===== src/rtl/cpu_defs.sv =====
// rtl/cpu_defs.sv - shared address map, chip FSM encoding and decode helper for the SRAM arbiter
package cpu_defs;

    localparam logic [31:0] BASE_BASE = 32'h8000_0000;
    localparam logic [31:0] EXT_BASE  = 32'h8040_0000;
    localparam int          RAM_AW    = 20;

    localparam logic [2:0] ST_IDLE     = 3'd0;
    localparam logic [2:0] ST_RD       = 3'd1;
    localparam logic [2:0] ST_WR_SETUP = 3'd2;
    localparam logic [2:0] ST_WR_LOW   = 3'd3;
    localparam logic [2:0] ST_WR_HOLD  = 3'd4;

    localparam logic [1:0] MAP_NONE = 2'd0;
    localparam logic [1:0] MAP_BASE = 2'd1;
    localparam logic [1:0] MAP_EXT  = 2'd2;

    // Both windows are 4 MB, so only addr[31:22] selects the chip.
    function automatic logic [1:0] addr_map(input logic [31:0] a,
                                            input logic [31:0] base_win,
                                            input logic [31:0] ext_win);
        if (a[31:22] == base_win[31:22])
            return MAP_BASE;
        else if (a[31:22] == ext_win[31:22])
            return MAP_EXT;
        else
            return MAP_NONE;
    endfunction

endpackage


===== src/rtl/sram_port_ctrl.sv =====
// rtl/sram_port_ctrl.sv - one async SRAM chip: access FSM plus latched write pins
module sram_port_ctrl
    import cpu_defs::*;
#(
    parameter int AW    = 20,
    parameter int PULSE = 1
) (
    input  logic          clk,
    input  logic          rst,
    input  logic          go,
    input  logic          wr,
    input  logic [AW-1:0] cmd_addr,
    input  logic [3:0]    cmd_be_n,
    input  logic [31:0]   cmd_wdata,
    output logic          ready,
    output logic [AW-1:0] ram_addr,
    output logic [3:0]    ram_be_n,
    output logic          ram_ce_n,
    output logic          ram_oe_n,
    output logic          ram_we_n,
    output logic [31:0]   ram_wdata,
    output logic          ram_doe
);

    logic [2:0]    state_q, state_d;
    logic [7:0]    cnt_q, cnt_d;
    logic [AW-1:0] addr_q, addr_d;
    logic [3:0]    be_q, be_d;
    logic [31:0]   wdata_q, wdata_d;
    logic          wr_busy;
    logic          rd_now;

    assign wr_busy = (state_q == ST_WR_SETUP) || (state_q == ST_WR_LOW) || (state_q == ST_WR_HOLD);
    // RD is a one-cycle bookkeeping state; the chip is free again, so reads can stream back-to-back.
    assign ready   = (state_q == ST_IDLE) || (state_q == ST_RD);
    assign rd_now  = go && !wr;

    always_comb begin
        state_d = state_q;
        cnt_d   = cnt_q;
        addr_d  = addr_q;
        be_d    = be_q;
        wdata_d = wdata_q;
        case (state_q)
            ST_IDLE, ST_RD: begin
                state_d = ST_IDLE;
                if (go) begin
                    state_d = wr ? ST_WR_SETUP : ST_RD;
                    if (wr) begin
                        addr_d  = cmd_addr;
                        be_d    = cmd_be_n;
                        wdata_d = cmd_wdata;
                    end
                end
            end
            ST_WR_SETUP: begin
                state_d = ST_WR_LOW;
                cnt_d   = 8'd0;
            end
            ST_WR_LOW: begin
                if (cnt_q == 8'(PULSE - 1))
                    state_d = ST_WR_HOLD;
                else
                    cnt_d = cnt_q + 8'd1;
            end
            default: state_d = ST_IDLE;
        endcase
    end

    always_ff @(posedge clk or posedge rst) begin
        if (rst) begin
            state_q <= ST_IDLE;
            cnt_q   <= 8'd0;
            addr_q  <= '0;
            be_q    <= 4'hF;
            wdata_q <= 32'h0;
        end else begin
            state_q <= state_d;
            cnt_q   <= cnt_d;
            addr_q  <= addr_d;
            be_q    <= be_d;
            wdata_q <= wdata_d;
        end
    end

    // Reads drive the pins in the grant cycle itself; writes replay the latched command.
    assign ram_ce_n  = !(wr_busy || rd_now);
    assign ram_oe_n  = !rd_now;
    assign ram_we_n  = (state_q != ST_WR_LOW);
    assign ram_doe   = wr_busy;
    assign ram_be_n  = wr_busy ? be_q : (rd_now ? 4'h0 : 4'hF);
    assign ram_addr  = rd_now ? cmd_addr : addr_q;
    assign ram_wdata = wdata_q;

endmodule


===== src/rtl/sram_arbiter.sv =====
// rtl/sram_arbiter.sv - decodes fetch/data requests onto base and ext SRAM, data side wins conflicts
module sram_arbiter #(
    parameter logic [31:0] BASE_BASE = cpu_defs::BASE_BASE,
    parameter logic [31:0] EXT_BASE  = cpu_defs::EXT_BASE,
    parameter int          RAM_AW    = cpu_defs::RAM_AW,
    parameter int          WR_PULSE  = 1
) (
    input  logic              clk,
    input  logic              reset,
    input  logic              inst_sram_en,
    input  logic [31:0]       inst_sram_addr,
    output logic [31:0]       inst_sram_rdata,
    input  logic              data_sram_en,
    input  logic [3:0]        data_sram_we,
    input  logic [31:0]       data_sram_addr,
    input  logic [31:0]       data_sram_wdata,
    output logic [31:0]       data_sram_rdata,
    output logic              is_if_read,
    output logic              is_mem_read,
    output logic [RAM_AW-1:0] base_ram_addr,
    output logic [3:0]        base_ram_be_n,
    output logic              base_ram_ce_n,
    output logic              base_ram_oe_n,
    output logic              base_ram_we_n,
    output logic [31:0]       base_ram_wdata,
    output logic              base_ram_doe,
    input  logic [31:0]       base_ram_rdata,
    output logic [RAM_AW-1:0] ext_ram_addr,
    output logic [3:0]        ext_ram_be_n,
    output logic              ext_ram_ce_n,
    output logic              ext_ram_oe_n,
    output logic              ext_ram_we_n,
    output logic [31:0]       ext_ram_wdata,
    output logic              ext_ram_doe,
    input  logic [31:0]       ext_ram_rdata
);

    logic [1:0]  i_map, d_map;
    logic        i_base, i_ext, d_base, d_ext, d_wr;
    logic        base_rdy, ext_rdy, i_rdy, d_rdy, i_clash;
    logic        base_go, base_wr, ext_go, ext_wr, d_to_base, d_to_ext;
    logic [RAM_AW-1:0] base_cmd_addr, ext_cmd_addr;
    logic [31:0] inst_rdata_q, inst_rdata_d, data_rdata_q, data_rdata_d;
    logic        unused_addr_bits;

    assign unused_addr_bits = ^{inst_sram_addr[1:0], data_sram_addr[1:0]};

    assign i_map  = cpu_defs::addr_map(inst_sram_addr, BASE_BASE, EXT_BASE);
    assign d_map  = cpu_defs::addr_map(data_sram_addr, BASE_BASE, EXT_BASE);
    assign i_base = (i_map == cpu_defs::MAP_BASE);
    assign i_ext  = (i_map == cpu_defs::MAP_EXT);
    assign d_base = (d_map == cpu_defs::MAP_BASE);
    assign d_ext  = (d_map == cpu_defs::MAP_EXT);
    assign d_wr   = |data_sram_we;

    // Unmapped accesses never touch a chip, so they are always grantable.
    assign i_rdy   = i_base ? base_rdy : (i_ext ? ext_rdy : 1'b1);
    assign d_rdy   = d_base ? base_rdy : (d_ext ? ext_rdy : 1'b1);
    assign i_clash = data_sram_en && (i_map == d_map) && (i_map != cpu_defs::MAP_NONE);

    assign is_mem_read = !reset && data_sram_en && d_rdy;
    assign is_if_read  = !reset && inst_sram_en && i_rdy && !i_clash;

    assign d_to_base     = is_mem_read && d_base;
    assign d_to_ext      = is_mem_read && d_ext;
    assign base_go       = d_to_base || (is_if_read && i_base);
    assign ext_go        = d_to_ext || (is_if_read && i_ext);
    assign base_wr       = d_to_base && d_wr;
    assign ext_wr        = d_to_ext && d_wr;
    assign base_cmd_addr = d_to_base ? data_sram_addr[RAM_AW+1:2] : inst_sram_addr[RAM_AW+1:2];
    assign ext_cmd_addr  = d_to_ext ? data_sram_addr[RAM_AW+1:2] : inst_sram_addr[RAM_AW+1:2];

    sram_port_ctrl #(.AW(RAM_AW), .PULSE(WR_PULSE)) u_base (
        .clk(clk), .rst(reset), .go(base_go), .wr(base_wr),
        .cmd_addr(base_cmd_addr), .cmd_be_n(~data_sram_we), .cmd_wdata(data_sram_wdata),
        .ready(base_rdy), .ram_addr(base_ram_addr), .ram_be_n(base_ram_be_n),
        .ram_ce_n(base_ram_ce_n), .ram_oe_n(base_ram_oe_n), .ram_we_n(base_ram_we_n),
        .ram_wdata(base_ram_wdata), .ram_doe(base_ram_doe)
    );

    sram_port_ctrl #(.AW(RAM_AW), .PULSE(WR_PULSE)) u_ext (
        .clk(clk), .rst(reset), .go(ext_go), .wr(ext_wr),
        .cmd_addr(ext_cmd_addr), .cmd_be_n(~data_sram_we), .cmd_wdata(data_sram_wdata),
        .ready(ext_rdy), .ram_addr(ext_ram_addr), .ram_be_n(ext_ram_be_n),
        .ram_ce_n(ext_ram_ce_n), .ram_oe_n(ext_ram_oe_n), .ram_we_n(ext_ram_we_n),
        .ram_wdata(ext_ram_wdata), .ram_doe(ext_ram_doe)
    );

    always_comb begin
        inst_rdata_d = inst_rdata_q;
        data_rdata_d = data_rdata_q;
        if (is_if_read)
            inst_rdata_d = i_base ? base_ram_rdata : (i_ext ? ext_ram_rdata : 32'h0);
        if (is_mem_read && !d_wr)
            data_rdata_d = d_base ? base_ram_rdata : (d_ext ? ext_ram_rdata : 32'h0);
    end

    always_ff @(posedge clk or posedge reset) begin
        if (reset) begin
            inst_rdata_q <= 32'h0;
            data_rdata_q <= 32'h0;
        end else begin
            inst_rdata_q <= inst_rdata_d;
            data_rdata_q <= data_rdata_d;
        end
    end

    assign inst_sram_rdata = inst_rdata_q;
    assign data_sram_rdata = data_rdata_q;

endmodule


===== config.mk =====
export PLATFORM = sky130hd
export DESIGN_NAME = sram_arbiter
export DESIGN_NICKNAME = d
export VERILOG_FILES = /design/src/rtl/cpu_defs.sv /design/src/rtl/sram_port_ctrl.sv /design/src/rtl/sram_arbiter.sv
export SDC_FILE = /design/constraint.sdc
export NUM_CORES = 1
export LEC_CHECK = 0
export BUFFER_PORTS_ARGS = -buffer_cell sky130_fd_sc_hd__buf_2
export CELL_PAD_IN_SITES_DETAIL_PLACEMENT = 0
export CELL_PAD_IN_SITES_GLOBAL_PLACEMENT = 1
export CORE_UTILIZATION = 40
export CTS_CLUSTER_SIZE = 12
export DETAILED_ROUTE_END_ITERATION = 6
export GPL_ROUTABILITY_DRIVEN = 0
export MAX_ROUTING_LAYER = met4
export PLACE_DENSITY_LB_ADDON = 0.1
export SYNTH_ARGS = -nofsm -noshare
export SYNTH_HDL_FRONTEND = slang
export SYNTH_SLANG_ARGS = --single-unit

===== constraint.sdc =====
create_clock -name clk -period 30 [get_ports clk]
set_input_delay 6 -clock clk [delete_from_list [all_inputs] [get_ports clk]]
set_output_delay 6 -clock clk [all_outputs]
set_load 0.005 [all_outputs]

==> results.ini, run 1 <==
[outcome]
run_status=finished, final reports clean

[routing]
routed_via_count_divided_by_cell_count=5.196
post-route-drc-count=0
detailedRoute.firstPassIterationCount=4
vias=8225
drt_iter0_drc=455
route.detailed.wl_per_inst_um=18.07
remaining_antenna_violation_count=0
routed_wirelength_um=28610

[global_route]
grt_pass1_vias=7913
grt_max_degree=129
grt_pass1_wl_um=43540
initial_antenna_violation_count=2
globalRoute.totalOverflow=0
track_usage_pct=23.73

[logic_synthesis]
ys_seq_elements=198
most_used_flip_flop_cell_after_synthesis=dfrtp_1
synth_edf_count=0
synthesis.nets=1104
post_synth.cell_area_avg_sq_um=10.27
async_reset_ff_share_pct=100.0
synth_area_leader_cell=dfrtp_1
yosys.cell_types.count=46
sequential_fraction_of_the_synthesis_area_pct=51.86
netlist.area_leader.share_pct=49.66
synth_cell_area_sq_um=9574
cell_count_after_synthesis=932
synth_top_cells_by_area=dfrtp_1 50%, nand2_1 8.5%, mux2_4 8.0%, mux2i_1 3.5%, a22o_1 3.1%
synth_warnings=0

[timing]
tightest_slew_ns=1.155
relSlewSlack_pct=23.01
final.min_clock_period_ns=15.61
timing.final.setup_violations=0
max_freq_ghz=0.06407
drv_slew=0
worst_clock_skew_ns=0.01681
fin_tns_setup_ns=0
final-hold-violation-count=0
unrepaired_setup_endpoints_after_global_routing=false
period_share_pct=52.03

[floorplanning]
num_rows=56
io_pins=354
die_w_um=156.7
design.die.area_sq_um=24560
core_region_area_sq_um=23470
chipHeight_um=156.7
start_util_pct=40.79

[cts]
cts-root-buf=clkbuf_16
htreeDepth=4
numClockSinks=198
cts.path.max_buffers=2
cts.repair_timing.setup_buffer_count=0
cts_tree=yes
numCtsBuffers=17
ctsResizeCount=0
clk-insertion-delay-late_ns=0.43
post_cts_hold_buffer_count=0
clk_transition_reported_paths_ns=0.07

[cells_and_area]
post_route_cells_drive_above_1_share_pct=37.59
layoutNonFillerInstCount=1583
nNetsFinal=1420
flow.area_growth_from_synthesis_pct=27.59
post-route-cell-area_sq_um=12220

[place]
io_buffers=349
place.detailed.hpwl_um=19340
placed_cells=1548
placement.cell_area_sq_um=11620

[power]
cellPowerDensity_nw_per_um2=43.65
irDropWorstVdd_mv=0.03238
p_leak_uw=0.007187
total_power_uw=533.2

[min_path]
worst_hold_path_type=register to register
hold_path_origin=u_ext.be_q[1]

[setup_path]
origin_of_the_critical_flop_to_flop_path=u_base.state_q[1]
worstSetupPathType=input pin to output port
startpoint_type=input pin
required_ns=24.00
crit_path_end_kind=output port
cp.arrival_ns=9.61
critPathLaunch=data_sram_addr[25]
critical_path_peak_fanout=38

[flow_run]
drv_cap=0

## area by class of cell
type	instances	area, sq um
diodes	3	7.507
clock buffers	18	429.2
clock inverters	14	160.2
fillers	2237	11260
inverters	13	56.30
multi-input cells	656	4354
flip-flops and latches	198	4965
well taps	319	399.1
repair buffers	362	1844
## cell usage after synthesis, drive strengths merged (5+ instances only)
| library cell | n |
|---|---|
| nand3 | 8 |
| inv | 13 |
| o21ai | 14 |
| a211o | 20 |
| mux2i | 33 |
| dfrtp | 190 |
| o31ai | 32 |
| a21boi | 20 |
| mux2 | 53 |
| clkbuf | 52 |
| dfstp | 8 |
| nor2 | 55 |
| a21oi | 7 |
| nand2 | 216 |
| a22o | 34 |
| o22ai | 42 |
| xor2 | 5 |
| nor3 | 30 |
| or3 | 6 |
| buf | 13 |
| a21o | 34 |
## routing by layer
metal	share of wire, %	track usage (%)
met1	43	29.75
met2	48	37.78
met3	6.8	6.508
met4	1.5	6.022
met5	0	-
## worst paths after layout
check / slack [ns] / cells after the start / endpoint
setup / recovery: 14.39 / 8 / base_ram_addr[16]
hold / removal: 0.46 / 2 / u_ext.be_q[1]
setup reg to reg: 27.34 / 6 / inst_sram_rdata[27]
hold reg to reg: 0.46 / 2 / u_ext.be_q[1]
max in group asynchronous: 22.72 / 3 / u_base.ram_wdata[14]
min in group asynchronous: 5.79 / 2 / u_base.cnt_q[0]
## worst max-delay path, cell delays in order
cell      delay, ns
buf_2          0.11
or4_4          0.56
or3_1          0.35
buf_4          0.28
nor2_2         0.84
nand2_1        0.76
a21boi_0       0.49
buf_2          0.19
## power by group
| group | total [uW] | switching [uW] | leakage (uW) | internal (uW) |
|---|---|---|---|---|
| Clock | 231 | 112 | 0.000291 | 119 |
| Combinational | 33.2 | 19.6 | 0.00416 | 13.6 |
| Sequential | 269 | 0.757 | 0.00274 | 268 |
| Total | 533 | 132 | 0.00719 | 401 |
## cells in the final DEF, fill, tap and decap left out, types with 6 or more instances in the layout
cell type,synthesis,layout
a21oi_1,7,7
mux2_4,51,51
nand3_1,8,8
nand2_1,216,216
buf_2,4,349
clkbuf_16,0,17
inv_8,0,6
nor2_1,55,54
dfrtp_1,190,190
a21boi_0,20,20
buf_4,1,13
o22ai_1,42,42
nor3_1,28,27
mux2i_1,33,33
dfstp_2,8,8
o21ai_0,8,8
inv_1,13,12
o31ai_1,32,32
a211o_1,20,20
a22o_1,34,34
a21o_1,34,34
## cell families after synthesis
kind of cell    synth area share [%]
compound gates                 16.26
xor+xnor                      0.7319
fa+ha+maj                     0.5228
buf+inv                        3.542
flops                          51.86
mux                            11.68
simple gates                   15.41
## stage by stage
| step | hold WS, ns | utilization, % | worst slack [ns] |
|---|---|---|---|
| after floorplan | 0.4456 | - | 12.32 |
| after global placement | 0.4528 | 49.50 | 14.30 |
| after detailed placement | 0.4571 | 49.50 | 14.32 |
| after CTS | 0.4687 | 52.01 | 14.28 |
| after global routing | 0.4853 | 52.03 | 14.20 |
| final | 0.4646 | 52.04 | 14.39 |
## registers in the layout (all words and copies together), names as in the netlist
name	flops
data_sram_rdata	32
inst_sram_rdata	32
u_base.addr_q	20
u_base.be_q	4
u_base.cnt_q	8
u_base.ram_wdata	32
u_base.state_q	3
u_ext.addr_q	20
u_ext.be_q	4
u_ext.cnt_q	8
u_ext.ram_wdata	32
u_ext.state_q	3
No activity file was read; power rests on OpenSTA's default activity.
==> run 2, diff against run 1 <==
--- a/config.mk
+++ b/config.mk
@@ -5,10 +5,11 @@
 export SDC_FILE = /design/constraint.sdc
 export NUM_CORES = 1
 export LEC_CHECK = 0
+export ABC_AREA = 1
 export BUFFER_PORTS_ARGS = -buffer_cell sky130_fd_sc_hd__buf_2
 export CELL_PAD_IN_SITES_DETAIL_PLACEMENT = 0
 export CELL_PAD_IN_SITES_GLOBAL_PLACEMENT = 1
-export CORE_UTILIZATION = 40
+export CORE_UTILIZATION = 32
 export CTS_CLUSTER_SIZE = 12
 export DETAILED_ROUTE_END_ITERATION = 6
 export GPL_ROUTABILITY_DRIVEN = 0
==> constraint.sdc (replaced) <==
create_clock -name clk -period 12.9 [get_ports clk]
set_input_delay 2.58 -clock clk [delete_from_list [all_inputs] [get_ports clk]]
set_output_delay 2.58 -clock clk [all_outputs]
set_load 0.005 [all_outputs]
==> run 2 against run 1 <==
- clock skew up 0.00080 ns
- utilization is 11 points lower
- register-to-register slack got worse by 18 ns
- critical path depth up 7
==> results.ini, run 2 <==
[logic_synthesis]
synth_top_cells_by_area=dfrtp_1 48%, nand2_1 16%, nand3_1 8.8%, inv_1 4.1%, nor2_1 3.3%
sequential_fraction_of_the_synthesis_area_pct=49.73
async_reset_ff_share_pct=100.0
cell_count_after_synthesis=1293
netlist.area_leader.share_pct=47.63
synthMostInstantiatedCell=nand2_1
most_used_flip_flop_cell_after_synthesis=dfrtp_1
ys_seq_elements=198
post_synth.cell_area_avg_sq_um=7.721
synthesis.nets=1465
synth_area_leader_cell=dfrtp_1
yosys.cell_types.count=35
post_synth_most_frequent_cells=423 x nand2_1, 190 x dfrtp_1, 175 x nand3_1, 109 x inv_1, 88 x nor2_1
synth_edf_count=0
synth_warnings=0
synth_cell_area_sq_um=9983

[setup_path]
cp.arrival_ns=5.99
r2r_slack_ns=9.77
startpoint_type=input pin
critical_path_peak_fanout=30
required_ns=10.32
worstSetupPathType=input pin to output port
crit_path_end_kind=output port

[routing]
routed_via_count_divided_by_cell_count=4.761
remaining_antenna_violation_count=0
maxUsedRoutingLayer=met4
route.detailed.wl_per_inst_um=16.61
dr_wl_met3_um=2446
detailedRoute.firstPassIterationCount=5
vias=9580
drt_iter0_drc=561
dr_wl_met2_um=15070
routed_wirelength_um=33420
post-route-drc-count=0
met1_wire_length_um=15300

[power]
total_power_uw=1354
p_leak_uw=0.007164
cellPowerDensity_nw_per_um2=107.8
irDropWorstVdd_mv=0.08434

[timing]
final-hold-violation-count=0
timing.final.setup_violations=0
final.min_clock_period_ns=8.571
fin_tns_setup_ns=0
period_share_pct=66.44
drv_slew=0
unrepaired_setup_endpoints_after_global_routing=false
tightest_slew_ns=1.053
relSlewSlack_pct=29.82
max_freq_ghz=0.1167
worst_clock_skew_ns=0.01761

[cts]
cts.repair_timing.setup_buffer_count=0
ctsResizeCount=0
clk_transition_reported_paths_ns=0.08
post_cts_hold_buffer_count=0
numClockSinks=198
cts_tree=yes
htreeDepth=4
clk-insertion-delay-late_ns=0.45
cts.path.max_buffers=2
numCtsBuffers=17
cts-root-buf=clkbuf_16

[global_route]
globalRoute.totalOverflow=0
initial_antenna_violation_count=3
grt_max_degree=106
track_usage_pct=21.80
grt_pass1_wl_um=51510
grt_pass1_vias=9167

[cells_and_area]
area.sequential_sq_um=4965
layout_common_cells=423 x nand2_1, 349 x buf_2, 190 x dfrtp_1, 175 x nand3_1, 108 x inv_1
utilization_pct=40.98
nNetsFinal=1772
flow.area_growth_from_synthesis_pct=25.88
fillerInstances=3256
multi_input_area_sq_um=4197
mostFrequentLayoutCell=nand2_1
post_route_cells_drive_above_1_share_pct=26.47

[floorplanning]
die_w_um=178.6
core_region_area_sq_um=30670
start_util_pct=32.55
design.die.area_sq_um=31910
io_pins=354
chipHeight_um=178.6
num_rows=64

[place]
io_buffers=349
place.detailed.hpwl_um=22920

[flow_run]
drv_cap=0

[outcome]
run_status=finished, final reports clean

[min_path]
worst_hold_path_type=register to register

run 2: final timing paths:
kind / start / endpoint / depth (start not counted)
setup / recovery: data_sram_addr[28] / ext_ram_be_n[1] / 15
hold / removal: u_base.ram_wdata[30] / u_base.ram_wdata[30] / 2
setup reg to reg: u_ext.state_q[1] / u_ext.ram_wdata[27] / 11
hold reg to reg: u_base.ram_wdata[30] / u_base.ram_wdata[30] / 2
max in group asynchronous: reset / u_base.ram_wdata[14] / 3
min in group asynchronous: reset / u_base.ram_wdata[19] / 2
run 2: final cells by class:
type,instances,area share [%]
Antenna cell,3,0.05974
Clock buffer,17,3.385
Clock inverter,15,1.394
Inverter,115,3.524
Multi-Input combinational cell,904,33.39
Sequential cell,198,39.51
Tap cell,396,3.943
Timing Repair Buffer,364,14.79
run 2: layer usage:
metal | vias to the layer above | track usage [%]
met4 | 0 | 6.532
met5 | - | -
met3 | 35 | 5.840
li1 | 4782 | -
met1 | 4453 | 28.21
met2 | 310 | 33.19
run 2: stage by stage:
step | instance area, sq um | std cells | setup WS (ns) | hold WS, ns
after floorplan | 9983 | 1293 | 2.589 | 0.4492
after global placement | 11960 | 1977 | 4.288 | 0.4618
after detailed placement | 11960 | 1977 | 4.238 | 0.4652
after CTS | 12560 | 2009 | 4.229 | 0.4848
after global routing | 12570 | 2012 | 3.954 | 0.5042
final | 12570 | 2012 | 4.329 | 0.4824
run 2: worst max-delay path, cell delays in order:
cell and delay, ns:
buf_2 0.09, inv_1 0.10, nand2_1 0.07, nor2_1 0.31
nand2_1 0.11, nor2_2 0.09, buf_4 0.38, a21oi_1 0.16
nand2_1 0.15, nand3_1 0.08, nand2_1 0.68, nand2_2 0.59
nand2_1 0.32, nand2_1 0.09, buf_2 0.15
run 2: kinds of logic (layout without fill, tap and decap cells):
| group | count (synthesis) | after routing | synth area share [%] |
|---|---|---|---|
| flops | 198 | 198 | 49.73 |
| fa+ha+maj | 4 | 4 | 0.5013 |
| compound gates | 180 | 180 | 10.58 |
| xor+xnor | 8 | 8 | 0.7019 |
| buf+inv | 191 | 511 | 8.472 |
| simple gates | 712 | 712 | 30.02 |
| other cells | 0 | 3 | 0 |
run 2: where the power goes:
part,leakage [uW],switching [uW],internal (uW)
clock,0.000292,278,279
sequential,0.00268,13.5,647
combinational,0.00420,81.6,55.7
